--- src/rtl/exhaustive_error_monitor.sv ---
// exhaustive_error_monitor: sweeps all 2**IN_W vectors and accumulates exact-vs-approximate error metrics; EMON_HAMMING_EN adds sum_bit_err
module exhaustive_error_monitor #(
  parameter int IN_W   = 7,
  parameter int OUT_W  = 4,
  parameter int SETTLE = 1
) (
  input  logic                  clk,
  input  logic                  rst,
  input  logic                  start,
  output logic [IN_W-1:0]       stim,
  input  logic [OUT_W-1:0]      ref_po,
  input  logic [OUT_W-1:0]      apx_po,
  output logic                  busy,
  output logic                  done,
  output logic [IN_W:0]         err_count,
  output logic [IN_W+OUT_W-1:0] sum_abs_err,
  output logic [OUT_W-1:0]      max_abs_err
`ifdef EMON_HAMMING_EN
  ,
  output logic [IN_W+$clog2(OUT_W+1)-1:0] sum_bit_err
`endif
);
  localparam int SW = SETTLE > 0 ? $clog2(SETTLE + 1) : 1;
  typedef enum logic [1:0] {IDLE, RUN, DONE} state_t;
  state_t state_q, state_d;
  logic [IN_W-1:0] stim_q, stim_d;
  logic [SW-1:0] cnt_q, cnt_d;
  logic [IN_W:0] err_q, err_d;
  logic [IN_W+OUT_W-1:0] sum_q, sum_d;
  logic [OUT_W-1:0] max_q, max_d, d;
  logic signed [OUT_W:0] diff, mag;
  assign diff = signed'({1'b0, ref_po}) - signed'({1'b0, apx_po});
  assign mag  = diff[OUT_W] ? -diff : diff;
  assign d    = mag[OUT_W-1:0];
`ifdef EMON_HAMMING_EN
  localparam int PW = $clog2(OUT_W + 1);
  logic [IN_W+PW-1:0] bit_q, bit_d;
  logic [PW-1:0] pc;
  always_comb begin
    pc = '0;
    for (int i = 0; i < OUT_W; i++) pc = pc + PW'(ref_po[i] ^ apx_po[i]);
  end
`endif
  always_comb begin
    state_d = state_q;
    stim_d  = stim_q;
    cnt_d   = cnt_q;
    err_d   = err_q;
    sum_d   = sum_q;
    max_d   = max_q;
`ifdef EMON_HAMMING_EN
    bit_d   = bit_q;
`endif
    if (state_q != RUN && start) begin
      state_d = RUN;
      stim_d  = '0;
      cnt_d   = SW'(SETTLE);
      err_d   = '0;
      sum_d   = '0;
      max_d   = '0;
`ifdef EMON_HAMMING_EN
      bit_d   = '0;
`endif
    end else if (state_q == RUN) begin
      if (cnt_q != '0) begin
        cnt_d = cnt_q - SW'(1);
      end else begin
        err_d   = err_q + (IN_W+1)'(d != '0);
        sum_d   = sum_q + (IN_W+OUT_W)'(d);
        max_d   = d > max_q ? d : max_q;
        stim_d  = stim_q + IN_W'(1);
        cnt_d   = SW'(SETTLE);
        state_d = &stim_q ? DONE : RUN;
`ifdef EMON_HAMMING_EN
        bit_d   = bit_q + (IN_W+PW)'(pc);
`endif
      end
    end
  end
  always_ff @(posedge clk) begin
    if (rst) begin
      state_q <= IDLE;
      stim_q  <= '0;
      cnt_q   <= '0;
      err_q   <= '0;
      sum_q   <= '0;
      max_q   <= '0;
`ifdef EMON_HAMMING_EN
      bit_q   <= '0;
`endif
    end else begin
      state_q <= state_d;
      stim_q  <= stim_d;
      cnt_q   <= cnt_d;
      err_q   <= err_d;
      sum_q   <= sum_d;
      max_q   <= max_d;
`ifdef EMON_HAMMING_EN
      bit_q   <= bit_d;
`endif
    end
  end
  assign stim        = stim_q;
  assign busy        = state_q == RUN;
  assign done        = state_q == DONE;
  assign err_count   = err_q;
  assign sum_abs_err = sum_q;
  assign max_abs_err = max_q;
`ifdef EMON_HAMMING_EN
  assign sum_bit_err = bit_q;
`endif
endmodule

--- config.mk ---
export PLATFORM = sky130hd
export DESIGN_NAME = exhaustive_error_monitor
export DESIGN_NICKNAME = d
export VERILOG_FILES = /design/src/rtl/exhaustive_error_monitor.sv
export SDC_FILE = /design/constraint.sdc
export NUM_CORES = 1
export LEC_CHECK = 0
export CAP_MARGIN = 30
export CORE_MARGIN = 2
export CORE_UTILIZATION = 30
export CTS_BUF_LIST = sky130_fd_sc_hd__clkbuf_2
export CTS_CLUSTER_SIZE = 8
export DETAILED_ROUTE_END_ITERATION = 6
export GPL_TIMING_DRIVEN = 0
export PLACE_DENSITY_LB_ADDON = 0.12
export SKIP_LAST_GASP = 1
export SLEW_MARGIN = 15
export SYNTH_ARGS = -nofsm -noshare
export SYNTH_HDL_FRONTEND = slang
export SYNTH_SLANG_ARGS = --single-unit
--- constraint.sdc ---
create_clock -name clk -period 5.15 [get_ports clk]
set_clock_uncertainty 0.15 [all_clocks]
set_input_delay 1.03 -clock clk [delete_from_list [all_inputs] [get_ports clk]]
set_output_delay 1.03 -clock clk [all_outputs]
set_load 0.01 [all_outputs]
==> parameters.txt <==
Parameter                              Value

Power
  Power density relative to cell area ... 232 nW/µm²
  Leak Pwr ... between 0.9 and 1 nW
  Worst ir drop on vdd ... 0.0000959 V

Clocking
  # resized after CTS ... 0
  Insertion delay to the later sink of the worst-skew pair ... 0.36 ns
  Hold-fix buffer count after cts ... 0
  Number of sinks on the clock net ... 33
  Buffer count from post-CTS setup fixing ... 0
  CTS tree ... done
  Max Root-Sink Buffers ... 2
  H-tree level count ... 2
  Clock transition at the register clock pins on the worst setup and hold paths after CTS ... 0.17 ns
  Clock buffer count from CTS ... 5
  CTS root buffer ... clkbuf_2

Worst setup path
  Worst EP arrival ... 4.18 ns
  Endpoint of the worst register-to-register path ... sum_abs_err[10]
  Required arrival time at the worst endpoint ... 5.26 ns
  Maximum fanout count along the critical path ... 4
  Path type of the worst setup path ... in2reg
  Slack of the worst reg-to-reg path ... roughly 2.9 ns
  Library cell appearing most often on the critical path ... ha_1
  Critical Path Slowest Stage Cell ... fa_1
  Cells along the critical path ... clkdlybuf4s50_1 -> ha_1 -> inv_1 -> fa_1 -> inv_1 -> ha_1 -> a211oi_1 -> xnor2_1 -> ha_1 -> nor2b_1 -> o21ai_1 -> a2111oi_2 -> xnor2_1 -> nor2_1
  Type of origin of the critical path ... input port
  Length in cells of the worst reg-to-reg path ... 8
  Critical R2R Launch ... sum_abs_err[0]
  Setup crit end kind ... register
  Maximum single-stage delay on the critical path ... about 0.50 ns

Floorplan
  Placement Rows ... 27
  Die outline area ... 6530 µm²
  Die Y-Extent ... 80.8 µm
  Area of the placeable core ... 5610 µm²
  Starting Density ... 31.6%
  Die span in x ... 80.8 µm
  I/O Pins ... 43

Detailed routing
  Initial detailed-routing violation count ... 27
  Ratio of routed vias to standard cells ... approximately 4.6
  Remaining antenna violation count after routing ... 0
  Detailed-route DRC error count ... 0
  Total wire length after detailed routing ... 3780 µm
  First-pass detailed-route iteration total ... 4
  Wirelength per Cell ... between 10 and 15 µm
  Vias post-DR ... 1,506

Placed design
  RePlAce Congestion ... 0.718
  Placement-stage worst setup slack ... ~0.65 ns
  DPL Wire Length ... between 2000 and 3000 µm
  Total of buffers placed on input and output ports ... 42
  Placed standard-cell area ... 2280 µm²

STA
  Transition time of the tightest slew-check pin ... between 0.4 and 0.5 ns
  Final critical path time including I/O delays and setup ... just over 4 ns
  Max Freq ... between 200 and 250 MHz
  Final number of hold-violating endpoints ... 0
  Relative slew margins ... between 60% and 70%
  Final setup viols ... 0
  Unrepaired setup endpoints after global routing ... no
  Sum of negative setup slack ... 0 ns
  Final Max Tran Viols ... 0
  Tcrit/Tclk final ... 79.1%
  Smallest setup slack after layout ... 1.07 ns

Final layout
  Most frequent cells in the layout ... clkdlybuf4s50_1, dfxtp_1, nand2_1
  Leading cell type in the layout, fill and taps excluded ... clkdlybuf4s50_1
  Finished Cell Area ... between 2000 and 2500 µm²
  FF/Latch Area ... between 600 and 700 µm²
  Final-stage net count ... 283
  Combined area of the multi-input logic cells ... 1010 µm²
  Syn-to-layout area delta ... 31.1%
  Filler cell count in the final layout ... approximately 620
  Fraction of layout cells with a size suffix above 1 ... 7.45%
  Number of antenna cells inserted ... 0

Global route
  Vias in the first global route ... 1,491
  Wire length of the first global-routing pass ... around 6400 µm
  Initial antenna violation count ... 0
  Overall routing resource usage ... 12.5%
  Final global-route overflow total ... 0
  Pin count of the biggest net entering global routing ... 11

Synthesis
  Post-synthesis instance total ... 205
  Post-Syn Area ... 1770 µm²
  Register bit count reported by yosys ... 33
  Fraction of post-synthesis cell area in the top cell type by area ... approximately 37%
  Post-synth ARST share ... 0%
  Yosys cell types ... 34
  Top_reg_cell synth ... dfxtp_1
  Largest area contributor in the synthesized netlist ... dfxtp_1
  Synthesis Warnings ... 0
  Dominant cells by area after synthesis ... dfxtp_1, ha_1, xor2_1
  Number of enable flip-flop cells after synthesis ... 0
  Sequential share of the synthesized area ... 37.3%
  Synthesized netlist net count ... 234
  Mean area per synthesized cell ... 8.64 µm²

Min path
  Hold Path Depth ... 2
  Critical hold path startpoint ... sum_abs_err[2]
  Endpoint of the worst hold path ... sum_abs_err[2]
  Class of the tightest hold or removal check ... reg2reg

Status
  Status ... complete, no violations

Run
  Max Cap Violations ... 0
-- cell families (layout without fill, tap and decap cells) --
group	count (synthesis)	in the layout	synth area share (%)
buffers and inverters	26	76	5.65
and+or+nand+nor	65	65	17.8
DFF	33	33	37.3
muxes	1	1	0.636
AOI/OAI and AO/OA	41	41	14.6
xor gates and xnor gates	21	21	10.4
adders and majority gates	18	18	13.6
-- layer usage --
metal | track usage, % | wire, µm
met4 | 5.08 | 48
met1 | 15.4 | 1840
met3 | 3.11 | 184
met5 | 0 | 0
met2 | 20.9 | 1700
-- cells in the mapped netlist (3+ instances only) --
library cell and n:
dfxtp_1 33, xor2_1 11, nand3_1 8, inv_2 3, xnor2_1 10, a21o_1 5
nand2_1 21, o21ai_0 4, clkbuf_1 3, inv_1 18, ha_1 16, nor2_1 20
or3_1 3, a21oi_1 18, a211oi_1 6, and3_1 3
-- flip-flops by register name, summed over array words and instances (netlist names) --
register,cells
err_count,8
cnt_q,1
sum_abs_err,11
state_q,2
max_abs_err,4
stim,7
-- critical path: cells and delay by family --
kind	cells	cell delay [ns]
and+or+nand+nor	2	0.20
adders and majority gates	4	1.19
xor gates and xnor gates	2	0.35
buffers and inverters	3	0.58
AOI/OAI and AO/OA	3	0.84
-- how the worst max path moves through the flow --
stage | from | endpoint | slack [ns] | depth (start not counted)
detailed placement | apx_po[0] | sum_abs_err[10] | 0.65 | 14
CTS | apx_po[0] | sum_abs_err[10] | 1.05 | 14
floorplan | ref_po[0] | sum_abs_err[10] | 1.39 | 14
global placement | apx_po[0] | sum_abs_err[10] | 0.64 | 14
finish | apx_po[0] | sum_abs_err[10] | 1.07 | 14
global route | ref_po[0] | sum_abs_err[10] | 0.85 | 15
-- report_power, final --
group	internal, W	switching, W	total (W)	leakage, nW
logic	0.0000672	0.0000798	0.000147	0.608
clock network	0.0000342	0.0000887	0.000123	0.0327
registers	0.000263	0.00000677	0.000269	0.267
total	0.000364	0.000175	0.000539	0.908
-- area by class of cell --
| type | count | area share (%) |
|---|---|---|
| Sequential cell | 33 | 28.5 |
| Inverter | 21 | 3.40 |
| Clock inverter | 2 | 0.431 |
| Buffer | 5 | 0.916 |
| Clock buffer | 6 | 1.29 |
| Multi-Input combinational cell | 146 | 43.5 |
| Tap cell | 72 | 3.88 |
| Timing Repair Buffer | 42 | 18.1 |
-- stage by stage --
| step | hold WS, ns | std cells | util (%) | power, W |
|---|---|---|---|---|
| detailed placement | 0.324 | 319 | 40.7 | 0.000422 |
| finish | 0.342 | 327 | 41.4 | 0.000539 |
| global route | 0.365 | 327 | 41.4 | 0.000581 |
| floorplan | 0.311 | 205 | - | 0.000377 |
| CTS | 0.347 | 327 | 41.4 | 0.000550 |
| global placement | 0.326 | 319 | 40.7 | 0.000421 |
Note: power is estimated with default switching activity, not from simulation.
